==> src/rtl/issue_scheduler_if.sv <==
`default_nettype none
// ============================================================================
//  Module      : issue_scheduler_if
//  Description : Bundle of every non-clock/reset signal around the issue
//                scheduler: global control, instruction-queue head,
//                decoder loop-back, ROB/RS/LSB dispatch and statistics.
//                modport master : the scheduler itself
//                modport slave  : queue, decoder and back end around it
//  Revision    : 1.0 - initial release
// ============================================================================
interface issue_scheduler_if #(
  parameter int OPE_W  = 6,
  parameter int REGN_W = 6,
  parameter int ROB_W  = 4
);
  // global control
  logic              rdy_in;
  logic              flush_in;
  // instruction queue head
  logic              iq_valid_in;
  logic [31:0]       iq_code_in;
  logic [31:0]       iq_pc_in;
  logic              iq_pred_in;
  logic              iq_pop_out;
  // decoder loop
  logic [31:0]       dec_code_out;
  logic [31:0]       dec_pc_out;
  logic [OPE_W-1:0]  dec_type_in;
  logic [REGN_W-1:0] dec_rd_in;
  logic [REGN_W-1:0] dec_rs1_in;
  logic [REGN_W-1:0] dec_rs2_in;
  logic [31:0]       dec_imm_in;
  // back end status
  logic              rob_ready_in;
  logic [ROB_W-1:0]  rob_tag_in;
  logic              rs_ready_in;
  logic              lsb_ready_in;
  // dispatch
  logic              rob_alloc_out;
  logic              rs_issue_out;
  logic              lsb_issue_out;
  logic [OPE_W-1:0]  iss_type_out;
  logic [REGN_W-1:0] iss_rd_out;
  logic [REGN_W-1:0] iss_rs1_out;
  logic [REGN_W-1:0] iss_rs2_out;
  logic [31:0]       iss_imm_out;
  logic [31:0]       iss_pc_out;
  logic              iss_pred_out;
  logic [ROB_W-1:0]  iss_tag_out;
  logic              rob_ready_res_out;
  logic [31:0]       rob_res_out;
  // status / statistics
  logic              illegal_out;
  logic [31:0]       stat_issued_out;
  logic [31:0]       stat_stall_out;

  modport master (
    input  rdy_in, flush_in,
    input  iq_valid_in, iq_code_in, iq_pc_in, iq_pred_in,
    output iq_pop_out,
    output dec_code_out, dec_pc_out,
    input  dec_type_in, dec_rd_in, dec_rs1_in, dec_rs2_in, dec_imm_in,
    input  rob_ready_in, rob_tag_in, rs_ready_in, lsb_ready_in,
    output rob_alloc_out, rs_issue_out, lsb_issue_out,
    output iss_type_out, iss_rd_out, iss_rs1_out, iss_rs2_out,
    output iss_imm_out, iss_pc_out, iss_pred_out, iss_tag_out,
    output rob_ready_res_out, rob_res_out,
    output illegal_out, stat_issued_out, stat_stall_out
  );

  modport slave (
    output rdy_in, flush_in,
    output iq_valid_in, iq_code_in, iq_pc_in, iq_pred_in,
    input  iq_pop_out,
    input  dec_code_out, dec_pc_out,
    output dec_type_in, dec_rd_in, dec_rs1_in, dec_rs2_in, dec_imm_in,
    output rob_ready_in, rob_tag_in, rs_ready_in, lsb_ready_in,
    input  rob_alloc_out, rs_issue_out, lsb_issue_out,
    input  iss_type_out, iss_rd_out, iss_rs1_out, iss_rs2_out,
    input  iss_imm_out, iss_pc_out, iss_pred_out, iss_tag_out,
    input  rob_ready_res_out, rob_res_out,
    input  illegal_out, stat_issued_out, stat_stall_out
  );
endinterface
`default_nettype wire

==> src/rtl/issue_scheduler.sv <==
`default_nettype none
// ============================================================================
//  Module      : issue_scheduler
//  Description : Issue-stage sequencer. Pops the instruction-queue head,
//                loops it through the combinational RV32I decoder, latches
//                the decoded fields into a one-entry hold register and
//                dispatches to ROB + RS (ALU/branch/JALR) or ROB + LSB
//                (loads/stores) under per-unit back-pressure.
//                LUI/AUIPC/JAL only allocate a ROB entry with a precomputed
//                result. Handles flush, illegal-instruction stop and the
//                global rdy freeze.
//  Ports       : clk_in  - clock
//                rst_in  - asynchronous active-low reset
//                bus     - issue_scheduler_if.master (queue, decoder,
//                          back end, status and statistics signals)
//  Options     : ISSUE_STAT_EN - when defined, builds the issued/stall
//                statistics counters; otherwise both read constant 0.
//  Revision    : 1.0 - initial release
// ============================================================================
module issue_scheduler #(
  parameter int OPE_W      = 6,
  parameter int REGN_W     = 6,
  parameter int ROB_W      = 4,
  parameter int EMPTY_TYPE = 0
) (
  input wire                clk_in,
  input wire                rst_in,
  issue_scheduler_if.master bus
);

  localparam logic [OPE_W-1:0] c_empty_type = OPE_W'(EMPTY_TYPE);
  localparam logic [6:0]       c_op_load    = 7'h03;
  localparam logic [6:0]       c_op_store   = 7'h23;
  localparam logic [6:0]       c_op_lui     = 7'h37;
  localparam logic [6:0]       c_op_auipc   = 7'h17;
  localparam logic [6:0]       c_op_jal     = 7'h6F;

  typedef enum logic [1:0] {
    ST_EMPTY = 2'd0,
    ST_HELD  = 2'd1,
    ST_STOP  = 2'd2
  } state_t;

  state_t            r_state;
  state_t            w_state_nxt;

  logic [6:0]        r_op;
  logic [31:0]       r_pc;
  logic              r_pred;
  logic [OPE_W-1:0]  r_type;
  logic [REGN_W-1:0] r_rd;
  logic [REGN_W-1:0] r_rs1;
  logic [REGN_W-1:0] r_rs2;
  logic [31:0]       r_imm;

  logic w_hold_v;
  logic w_illegal;
  logic w_is_mem;
  logic w_is_direct;
  logic w_unit_rdy;
  logic w_fire;
  logic w_pop;
  logic w_latch;

  assign w_hold_v    = (r_state == ST_HELD);
  assign w_illegal   = (r_state == ST_STOP);
  assign w_is_mem    = (r_op == c_op_load) || (r_op == c_op_store);
  assign w_is_direct = (r_op == c_op_lui) || (r_op == c_op_auipc) || (r_op == c_op_jal);
  // Direct-result instructions only need a ROB entry.
  assign w_unit_rdy  = w_is_mem ? bus.lsb_ready_in :
                       w_is_direct ? 1'b1 : bus.rs_ready_in;
  assign w_fire      = w_hold_v & bus.rdy_in & ~bus.flush_in & bus.rob_ready_in & w_unit_rdy;
  // The slot can be refilled in the same cycle it drains: no bubble.
  assign w_pop       = bus.rdy_in & ~bus.flush_in & ~w_illegal & bus.iq_valid_in &
                       (~w_hold_v | w_fire);
  // An unrecognised instruction is consumed but never enters the slot.
  assign w_latch     = w_pop & (bus.dec_type_in != c_empty_type);

  // --------------------------------------------------------------------------
  // Hold-register state
  // --------------------------------------------------------------------------
  always_ff @(posedge clk_in or negedge rst_in) begin
    if (!rst_in) begin
      r_state <= ST_EMPTY;
    end else begin
      r_state <= w_state_nxt;
    end
  end

  always_comb begin
    w_state_nxt       = r_state;
    bus.iq_pop_out    = w_pop;
    bus.rob_alloc_out = w_fire;
    bus.rs_issue_out  = w_fire & ~w_is_mem & ~w_is_direct;
    bus.lsb_issue_out = w_fire & w_is_mem;
    bus.illegal_out   = w_illegal;
    if (bus.rdy_in) begin
      if (bus.flush_in) begin
        // Flush empties the slot but never leaves the stopped state.
        if (r_state == ST_HELD) begin
          w_state_nxt = ST_EMPTY;
        end
      end else if (w_pop) begin
        w_state_nxt = w_latch ? ST_HELD : ST_STOP;
      end else if (w_fire) begin
        w_state_nxt = ST_EMPTY;
      end
    end
  end

  // --------------------------------------------------------------------------
  // Held instruction fields
  // --------------------------------------------------------------------------
  always_ff @(posedge clk_in or negedge rst_in) begin
    if (!rst_in) begin
      r_op   <= '0;
      r_pc   <= '0;
      r_pred <= 1'b0;
      r_type <= '0;
      r_rd   <= '0;
      r_rs1  <= '0;
      r_rs2  <= '0;
      r_imm  <= '0;
    end else if (w_latch) begin
      r_op   <= bus.iq_code_in[6:0];
      r_pc   <= bus.iq_pc_in;
      r_pred <= bus.iq_pred_in;
      r_type <= bus.dec_type_in;
      r_rd   <= bus.dec_rd_in;
      r_rs1  <= bus.dec_rs1_in;
      r_rs2  <= bus.dec_rs2_in;
      r_imm  <= bus.dec_imm_in;
    end
  end

  assign bus.dec_code_out = bus.iq_code_in;
  assign bus.dec_pc_out   = bus.iq_pc_in;

  assign bus.iss_type_out = r_type;
  assign bus.iss_rd_out   = r_rd;
  assign bus.iss_rs1_out  = r_rs1;
  assign bus.iss_rs2_out  = r_rs2;
  assign bus.iss_imm_out  = r_imm;
  assign bus.iss_pc_out   = r_pc;
  assign bus.iss_pred_out = r_pred;
  assign bus.iss_tag_out  = bus.rob_tag_in;

  // Results that are fully known at issue time go straight into the ROB.
  assign bus.rob_ready_res_out = w_is_direct;
  always_comb begin
    bus.rob_res_out = 32'd0;
    case (r_op)
      c_op_lui:   bus.rob_res_out = r_imm;
      c_op_auipc: bus.rob_res_out = r_pc + r_imm;
      c_op_jal:   bus.rob_res_out = r_pc + 32'd4;
      default:    bus.rob_res_out = 32'd0;
    endcase
  end

  // --------------------------------------------------------------------------
  // Statistics
  // --------------------------------------------------------------------------
`ifdef ISSUE_STAT_EN
  logic [31:0] r_stat_issued;
  logic [31:0] r_stat_stall;

  always_ff @(posedge clk_in or negedge rst_in) begin
    if (!rst_in) begin
      r_stat_issued <= '0;
      r_stat_stall  <= '0;
    end else begin
      if (w_fire) begin
        r_stat_issued <= r_stat_issued + 32'd1;
      end
      if (w_hold_v & bus.rdy_in & ~bus.flush_in & ~w_fire) begin
        r_stat_stall <= r_stat_stall + 32'd1;
      end
    end
  end

  assign bus.stat_issued_out = r_stat_issued;
  assign bus.stat_stall_out  = r_stat_stall;
`else
  assign bus.stat_issued_out = 32'd0;
  assign bus.stat_stall_out  = 32'd0;
`endif

endmodule
`default_nettype wire

==> src/flat_wrapper.sv <==
// flat-port wrapper written by rule: the top's interface ports become plain ports
module issue_scheduler_flat 
#(
  parameter int OPE_W      = 6,
  parameter int REGN_W     = 6,
  parameter int ROB_W      = 4,
  parameter int EMPTY_TYPE = 0
)
  (clk_in, rst_in, bus_rdy_in, bus_flush_in, bus_iq_valid_in, bus_iq_code_in, bus_iq_pc_in, bus_iq_pred_in, bus_iq_pop_out, bus_dec_code_out, bus_dec_pc_out, bus_dec_type_in, bus_dec_rd_in, bus_dec_rs1_in, bus_dec_rs2_in, bus_dec_imm_in, bus_rob_ready_in, bus_rob_tag_in, bus_rs_ready_in, bus_lsb_ready_in, bus_rob_alloc_out, bus_rs_issue_out, bus_lsb_issue_out, bus_iss_type_out, bus_iss_rd_out, bus_iss_rs1_out, bus_iss_rs2_out, bus_iss_imm_out, bus_iss_pc_out, bus_iss_pred_out, bus_iss_tag_out, bus_rob_ready_res_out, bus_rob_res_out, bus_illegal_out, bus_stat_issued_out, bus_stat_stall_out);
  issue_scheduler_if #(.OPE_W(OPE_W), .REGN_W(REGN_W), .ROB_W(ROB_W)) bus_i ();
  input wire clk_in;
  input wire rst_in;
  input wire logic [$bits(bus_i.rdy_in)-1:0] bus_rdy_in;
  input wire logic [$bits(bus_i.flush_in)-1:0] bus_flush_in;
  input wire logic [$bits(bus_i.iq_valid_in)-1:0] bus_iq_valid_in;
  input wire logic [$bits(bus_i.iq_code_in)-1:0] bus_iq_code_in;
  input wire logic [$bits(bus_i.iq_pc_in)-1:0] bus_iq_pc_in;
  input wire logic [$bits(bus_i.iq_pred_in)-1:0] bus_iq_pred_in;
  output wire logic [$bits(bus_i.iq_pop_out)-1:0] bus_iq_pop_out;
  output wire logic [$bits(bus_i.dec_code_out)-1:0] bus_dec_code_out;
  output wire logic [$bits(bus_i.dec_pc_out)-1:0] bus_dec_pc_out;
  input wire logic [$bits(bus_i.dec_type_in)-1:0] bus_dec_type_in;
  input wire logic [$bits(bus_i.dec_rd_in)-1:0] bus_dec_rd_in;
  input wire logic [$bits(bus_i.dec_rs1_in)-1:0] bus_dec_rs1_in;
  input wire logic [$bits(bus_i.dec_rs2_in)-1:0] bus_dec_rs2_in;
  input wire logic [$bits(bus_i.dec_imm_in)-1:0] bus_dec_imm_in;
  input wire logic [$bits(bus_i.rob_ready_in)-1:0] bus_rob_ready_in;
  input wire logic [$bits(bus_i.rob_tag_in)-1:0] bus_rob_tag_in;
  input wire logic [$bits(bus_i.rs_ready_in)-1:0] bus_rs_ready_in;
  input wire logic [$bits(bus_i.lsb_ready_in)-1:0] bus_lsb_ready_in;
  output wire logic [$bits(bus_i.rob_alloc_out)-1:0] bus_rob_alloc_out;
  output wire logic [$bits(bus_i.rs_issue_out)-1:0] bus_rs_issue_out;
  output wire logic [$bits(bus_i.lsb_issue_out)-1:0] bus_lsb_issue_out;
  output wire logic [$bits(bus_i.iss_type_out)-1:0] bus_iss_type_out;
  output wire logic [$bits(bus_i.iss_rd_out)-1:0] bus_iss_rd_out;
  output wire logic [$bits(bus_i.iss_rs1_out)-1:0] bus_iss_rs1_out;
  output wire logic [$bits(bus_i.iss_rs2_out)-1:0] bus_iss_rs2_out;
  output wire logic [$bits(bus_i.iss_imm_out)-1:0] bus_iss_imm_out;
  output wire logic [$bits(bus_i.iss_pc_out)-1:0] bus_iss_pc_out;
  output wire logic [$bits(bus_i.iss_pred_out)-1:0] bus_iss_pred_out;
  output wire logic [$bits(bus_i.iss_tag_out)-1:0] bus_iss_tag_out;
  output wire logic [$bits(bus_i.rob_ready_res_out)-1:0] bus_rob_ready_res_out;
  output wire logic [$bits(bus_i.rob_res_out)-1:0] bus_rob_res_out;
  output wire logic [$bits(bus_i.illegal_out)-1:0] bus_illegal_out;
  output wire logic [$bits(bus_i.stat_issued_out)-1:0] bus_stat_issued_out;
  output wire logic [$bits(bus_i.stat_stall_out)-1:0] bus_stat_stall_out;
  assign bus_i.rdy_in = bus_rdy_in;
  assign bus_i.flush_in = bus_flush_in;
  assign bus_i.iq_valid_in = bus_iq_valid_in;
  assign bus_i.iq_code_in = bus_iq_code_in;
  assign bus_i.iq_pc_in = bus_iq_pc_in;
  assign bus_i.iq_pred_in = bus_iq_pred_in;
  assign bus_iq_pop_out = bus_i.iq_pop_out;
  assign bus_dec_code_out = bus_i.dec_code_out;
  assign bus_dec_pc_out = bus_i.dec_pc_out;
  assign bus_i.dec_type_in = bus_dec_type_in;
  assign bus_i.dec_rd_in = bus_dec_rd_in;
  assign bus_i.dec_rs1_in = bus_dec_rs1_in;
  assign bus_i.dec_rs2_in = bus_dec_rs2_in;
  assign bus_i.dec_imm_in = bus_dec_imm_in;
  assign bus_i.rob_ready_in = bus_rob_ready_in;
  assign bus_i.rob_tag_in = bus_rob_tag_in;
  assign bus_i.rs_ready_in = bus_rs_ready_in;
  assign bus_i.lsb_ready_in = bus_lsb_ready_in;
  assign bus_rob_alloc_out = bus_i.rob_alloc_out;
  assign bus_rs_issue_out = bus_i.rs_issue_out;
  assign bus_lsb_issue_out = bus_i.lsb_issue_out;
  assign bus_iss_type_out = bus_i.iss_type_out;
  assign bus_iss_rd_out = bus_i.iss_rd_out;
  assign bus_iss_rs1_out = bus_i.iss_rs1_out;
  assign bus_iss_rs2_out = bus_i.iss_rs2_out;
  assign bus_iss_imm_out = bus_i.iss_imm_out;
  assign bus_iss_pc_out = bus_i.iss_pc_out;
  assign bus_iss_pred_out = bus_i.iss_pred_out;
  assign bus_iss_tag_out = bus_i.iss_tag_out;
  assign bus_rob_ready_res_out = bus_i.rob_ready_res_out;
  assign bus_rob_res_out = bus_i.rob_res_out;
  assign bus_illegal_out = bus_i.illegal_out;
  assign bus_stat_issued_out = bus_i.stat_issued_out;
  assign bus_stat_stall_out = bus_i.stat_stall_out;
  issue_scheduler #(.OPE_W(OPE_W), .REGN_W(REGN_W), .ROB_W(ROB_W), .EMPTY_TYPE(EMPTY_TYPE)) u_core (.clk_in(clk_in), .rst_in(rst_in), .bus(bus_i));
endmodule
==> config.mk <==
export PLATFORM = sky130hd
export DESIGN_NAME = issue_scheduler_flat
export DESIGN_NICKNAME = d
export VERILOG_FILES = /design/src/rtl/issue_scheduler_if.sv /design/src/rtl/issue_scheduler.sv /design/src/flat_wrapper.sv
export SDC_FILE = /design/constraint.sdc
export NUM_CORES = 1
export LEC_CHECK = 0
export BUFFER_PORTS_ARGS = -buffer_cell sky130_fd_sc_hd__buf_4
export CAP_MARGIN = 20
export CORE_AREA = 2 2 153 155
export CTS_CLUSTER_SIZE = 10
export DETAILED_ROUTE_END_ITERATION = 12
export DIE_AREA = 0 0 155 157
export PLACE_DENSITY_LB_ADDON = 0.15
export SYNTH_ARGS = -nofsm -noshare
export SYNTH_HDL_FRONTEND = slang
export SYNTH_SLANG_ARGS = --single-unit
==> constraint.sdc <==
create_clock -name clk_in -period 5 [get_ports clk_in]
set_input_delay 1.5 -clock clk_in [delete_from_list [all_inputs] [get_ports clk_in]]
set_output_delay 1.5 -clock clk_in [all_outputs]
set_load 0.05 [all_outputs]
==> flow_summary.json <==
{
  "holdBufCountCts": 0,
  "dp_hpwl_mm": 17.2,
  "synthMuxAreaShare_pct": 18.0,
  "syn_area_per_cell_sq_um": 10.4,
  "ant_nets": 0,
  "clock_sinks": 98,
  "max-vdd-ir-drop_mv": 0.363,
  "combinationalPowerShare_pct": 70.5,
  "hold_violations": 0,
  "tritoncts": "done",
  "yosys.area_share.adder_pct": 5.39,
  "initial_core_util_pct": 34.7,
  "synth_top_family_by_area": "multiplexers",
  "synth_common_cells": "buf_4 (132), dfrtp_1 (98), mux2_4 (90)",
  "stdcell_area_sq_um": 9890,
  "finalWeightedCongestion": 0.799,
  "start_kind": "flop",
  "io_pins": 392,
  "syn_to_final_growth_pct": 26.9,
  "drt-total-wl_mm": 22.3,
  "postSynth.asyncResetShare_pct": 100,
  "synth_edf_count": 0,
  "synth_area_leaders": "dfrtp_1 (31%), mux2_4 (17%), buf_4 (13%), ha_1 (5.1%), xor2_1 (3.8%)",
  "drc": 0,
  "ys_types": 61,
  "worst_pin_slew_ns": 0.921,
  "seq_power_share_pct": 20.9,
  "power_frac_clock_pct": 8.7,
  "finalSetupViolations": 2,
  "hold_class": "reg2reg",
  "critPathKind": "reg2out",
  "diodes": 0,
  "synth_xor_area_share_pct": 6.18,
  "fp.dieW_um": 155,
  "setup_ws_ns": -0.0299,
  "yosysMostFrequentCell": "buf_4",
  "synth_top_area_share_pct": 31.5,
  "required_ns": 3.50,
  "wire_per_inst_um": 17.6,
  "min_period_over_period_pct": 101,
  "r2r_cells": 9,
  "internal-power_mw": 3.88,
  "clock.fmax_mhz": 199,
  "path_clk_slew_ns": 0.08,
  "grt.total_usage_pct": 17.8,
  "drv_slew": 0,
  "yosysSeqAreaShare_pct": 31.5,
  "drive_above_1_share_pct": 44.5,
  "die_area_sq_um": 24300,
  "synthSimpleGateAreaFrac_pct": 9.77,
  "synth_area_leader_cell": "dfrtp_1",
  "grt_max_degree": 55,
  "cts_max_level": 3,
  "clk_root_buffer_cell": "clkbuf_16",
  "cp_data_arrival_time_ns": 3.53,
  "synth-compound-area-share_pct": 12.5,
  "avgViaCountPerCell": 4.89,
  "status": "finished, violations left",
  "grt_overflow": 0,
  "finalCriticalPeriod_ns": 5.03,
  "skew_ns": 0.00930,
  "synth-warning-count": 0,
  "cts_buffers": 9,
  "violations": "negative setup slack",
  "vias": 6181,
  "max_cap_viol_count": 0,
  "power_switching_mw": 4.29,
  "rsz0062_at_grt": "yes",
  "synth_top_flop_cell": "dfrtp_1",
  "rrSetupSlack_ns": 1.69,
  "placed_cells": 1238,
  "numPortBuffers": 269,
  "powerDensity_nw_per_um2": 826,
  "num_rows": 55,
  "antenna_found_initial": 0,
  "drt_iter0_drc": 245,
  "ys_ff_latch": 98,
  "first_pass_iters": 6,
  "worstHoldPathCells": 1,
  "grt_pass1_wl_mm": 33.9,
  "syn_area_sq_um": 7800,
  "cp_max_fo": 3,
  "swShare_pct": 52.5,
  "cts_buffer_depth": 2,
  "final_nets": 1141,
  "synth_cells": 753,
  "maxSlewHeadroom_pct": 38.6,
  "fin_cells": 1265,
  "die_y_um": 157,
  "clock_latency_ns": 0.35,
  "totalNegativeSetupSlack_ns": -0.0510,
  "power.leakage_nw": 4.72,
  "end_kind": "output pin",
  "core_sq_um": 22500,
  "postPlaceCellArea_sq_um": 9370,
  "first_global_vias": 6123
}
-- worst max-delay path: stages (launching register included) --
cell and delay [ns]:
dfrtp_1 0.39, ha_2 0.20, fa_2 0.35, a21o_1 0.19, a221o_1 0.37, a211oi_2 0.19
buf_4 0.15, o211ai_1 0.19, nand2b_1 0.22, a311oi_4 0.15, a221oi_2 0.30, xor2_1 0.19
o21ai_1 0.09, buf_6 0.20
-- state kept, by name, indices dropped and copies added, names as in the netlist --
name,flops
u_core.bus.iss_type_out,6
u_core.bus.iss_pred_out,1
u_core.bus.iss_imm_out,32
u_core.r_op,7
u_core.bus.iss_pc_out,32
u_core.bus.iss_rs2_out,6
u_core.bus.iss_rs1_out,6
u_core.bus.iss_rd_out,6
u_core.r_state,2
-- power by group through the flow --
stage / Clock (mW) / Combinational, mW / Sequential (mW)
3_5_place_dp: 0 / 5.50 / 1.70
4_1_cts: 0.742 / 5.63 / 1.69
3_3_place_gp: 0 / 5.49 / 1.69
2_1_floorplan: 0 / 2.89 / 2.90
5_1_grt: 0.771 / 6.17 / 1.79
6_report: 0.711 / 5.76 / 1.70
-- routing by layer --
| metal | up-vias | wire length (um) | GRT usage [%] |
|---|---|---|---|
| li1 | 2928 | - | - |
| met1 | 2978 | 10000 | 23.5 |
| met2 | 239 | 10300 | 29.0 |
| met3 | 36 | 1400 | 3.96 |
| met4 | 0 | 555 | 5.73 |
| met5 | - | 0 | 0 |
-- layout by cell type (no fill, tap or decap), types with 3 or more instances in the layout --
| master | n |
|---|---|
| buf_4 | 297 |
| dfrtp_1 | 98 |
| mux2_4 | 90 |
| conb_1 | 64 |
| nand2_1 | 47 |
| a21oi_1 | 41 |
| nor2_1 | 39 |
| xor2_1 | 34 |
| ha_1 | 23 |
| xnor2_1 | 21 |
| o21ai_0 | 19 |
| nand3_1 | 17 |
| o21ai_1 | 15 |
| a21o_1 | 13 |
| a22oi_1 | 13 |
| o22ai_1 | 13 |
| nand4_1 | 12 |
| inv_1 | 10 |
| clkbuf_16 | 9 |
| or3_1 | 6 |
| ha_4 | 6 |
| nor2b_1 | 5 |
| o211ai_1 | 5 |
| nor3_1 | 5 |
| buf_6 | 5 |
| nand2b_1 | 4 |
| nor4_1 | 4 |
| clkinv_4 | 4 |
| mux2i_1 | 3 |
| ha_2 | 3 |
-- final cells by class --
type	instances	area, sq um
timing repair buffer	304	2330
clock inverter	6	57.6
sequential	98	2450
tap	285	357
multi-input combinational	552	4420
clock buffer	10	239
fill	2182	12600
inverter	10	37.5
-- cell families (layout without fill, tap and decap cells) --
| logic type | after synthesis | count (layout) |
|---|---|---|
| compound gates | 149 | 149 |
| mux | 95 | 95 |
| simple gates | 156 | 156 |
| flops | 98 | 98 |
| xor+xnor | 55 | 55 |
| other cells | 1 | 64 |
| buf+inv | 166 | 330 |
| fa+ha+maj | 33 | 33 |
-- metrics by stage --
| step | total power, mW | setup slack (ns) | util, % | hold WS, ns |
|---|---|---|---|---|
| floorplan | 5.79 | -0.193 | - | 0.482 |
| global placement | 7.18 | 0.0891 | 41.6 | 0.495 |
| detailed placement | 7.20 | 0.0987 | 41.6 | 0.493 |
| CTS | 8.06 | -0.140 | 43.4 | 0.516 |
| global route | 8.73 | -0.193 | 44.0 | 0.529 |
| finish | 8.17 | -0.0299 | 44.0 | 0.512 |
-- worst paths after layout --
check,startpoint,to
max,u_core.bus.iss_pc_out[0],bus_rob_res_out[30]
min,u_core.bus.iss_rs2_out[5],u_core.bus.iss_rs2_out[5]
max reg2reg,u_core.r_op[3],u_core.bus.iss_pc_out[3]
min reg2reg,u_core.bus.iss_rs2_out[5],u_core.bus.iss_rs2_out[5]
max in group asynchronous,rst_in,u_core.bus.iss_pc_out[8]
min in group asynchronous,rst_in,u_core.bus.iss_rd_out[1]
-- what timing repair did --
item / CTS / global route
pin swaps: 8 / 10
buffers inserted: 6 / 5
endpoints found under the setup margin: 5 / 10
hold endpoints to repair: 0 / 0
gates resized for setup: 10 / 14
No activity file was read; power rests on OpenSTA's default activity.
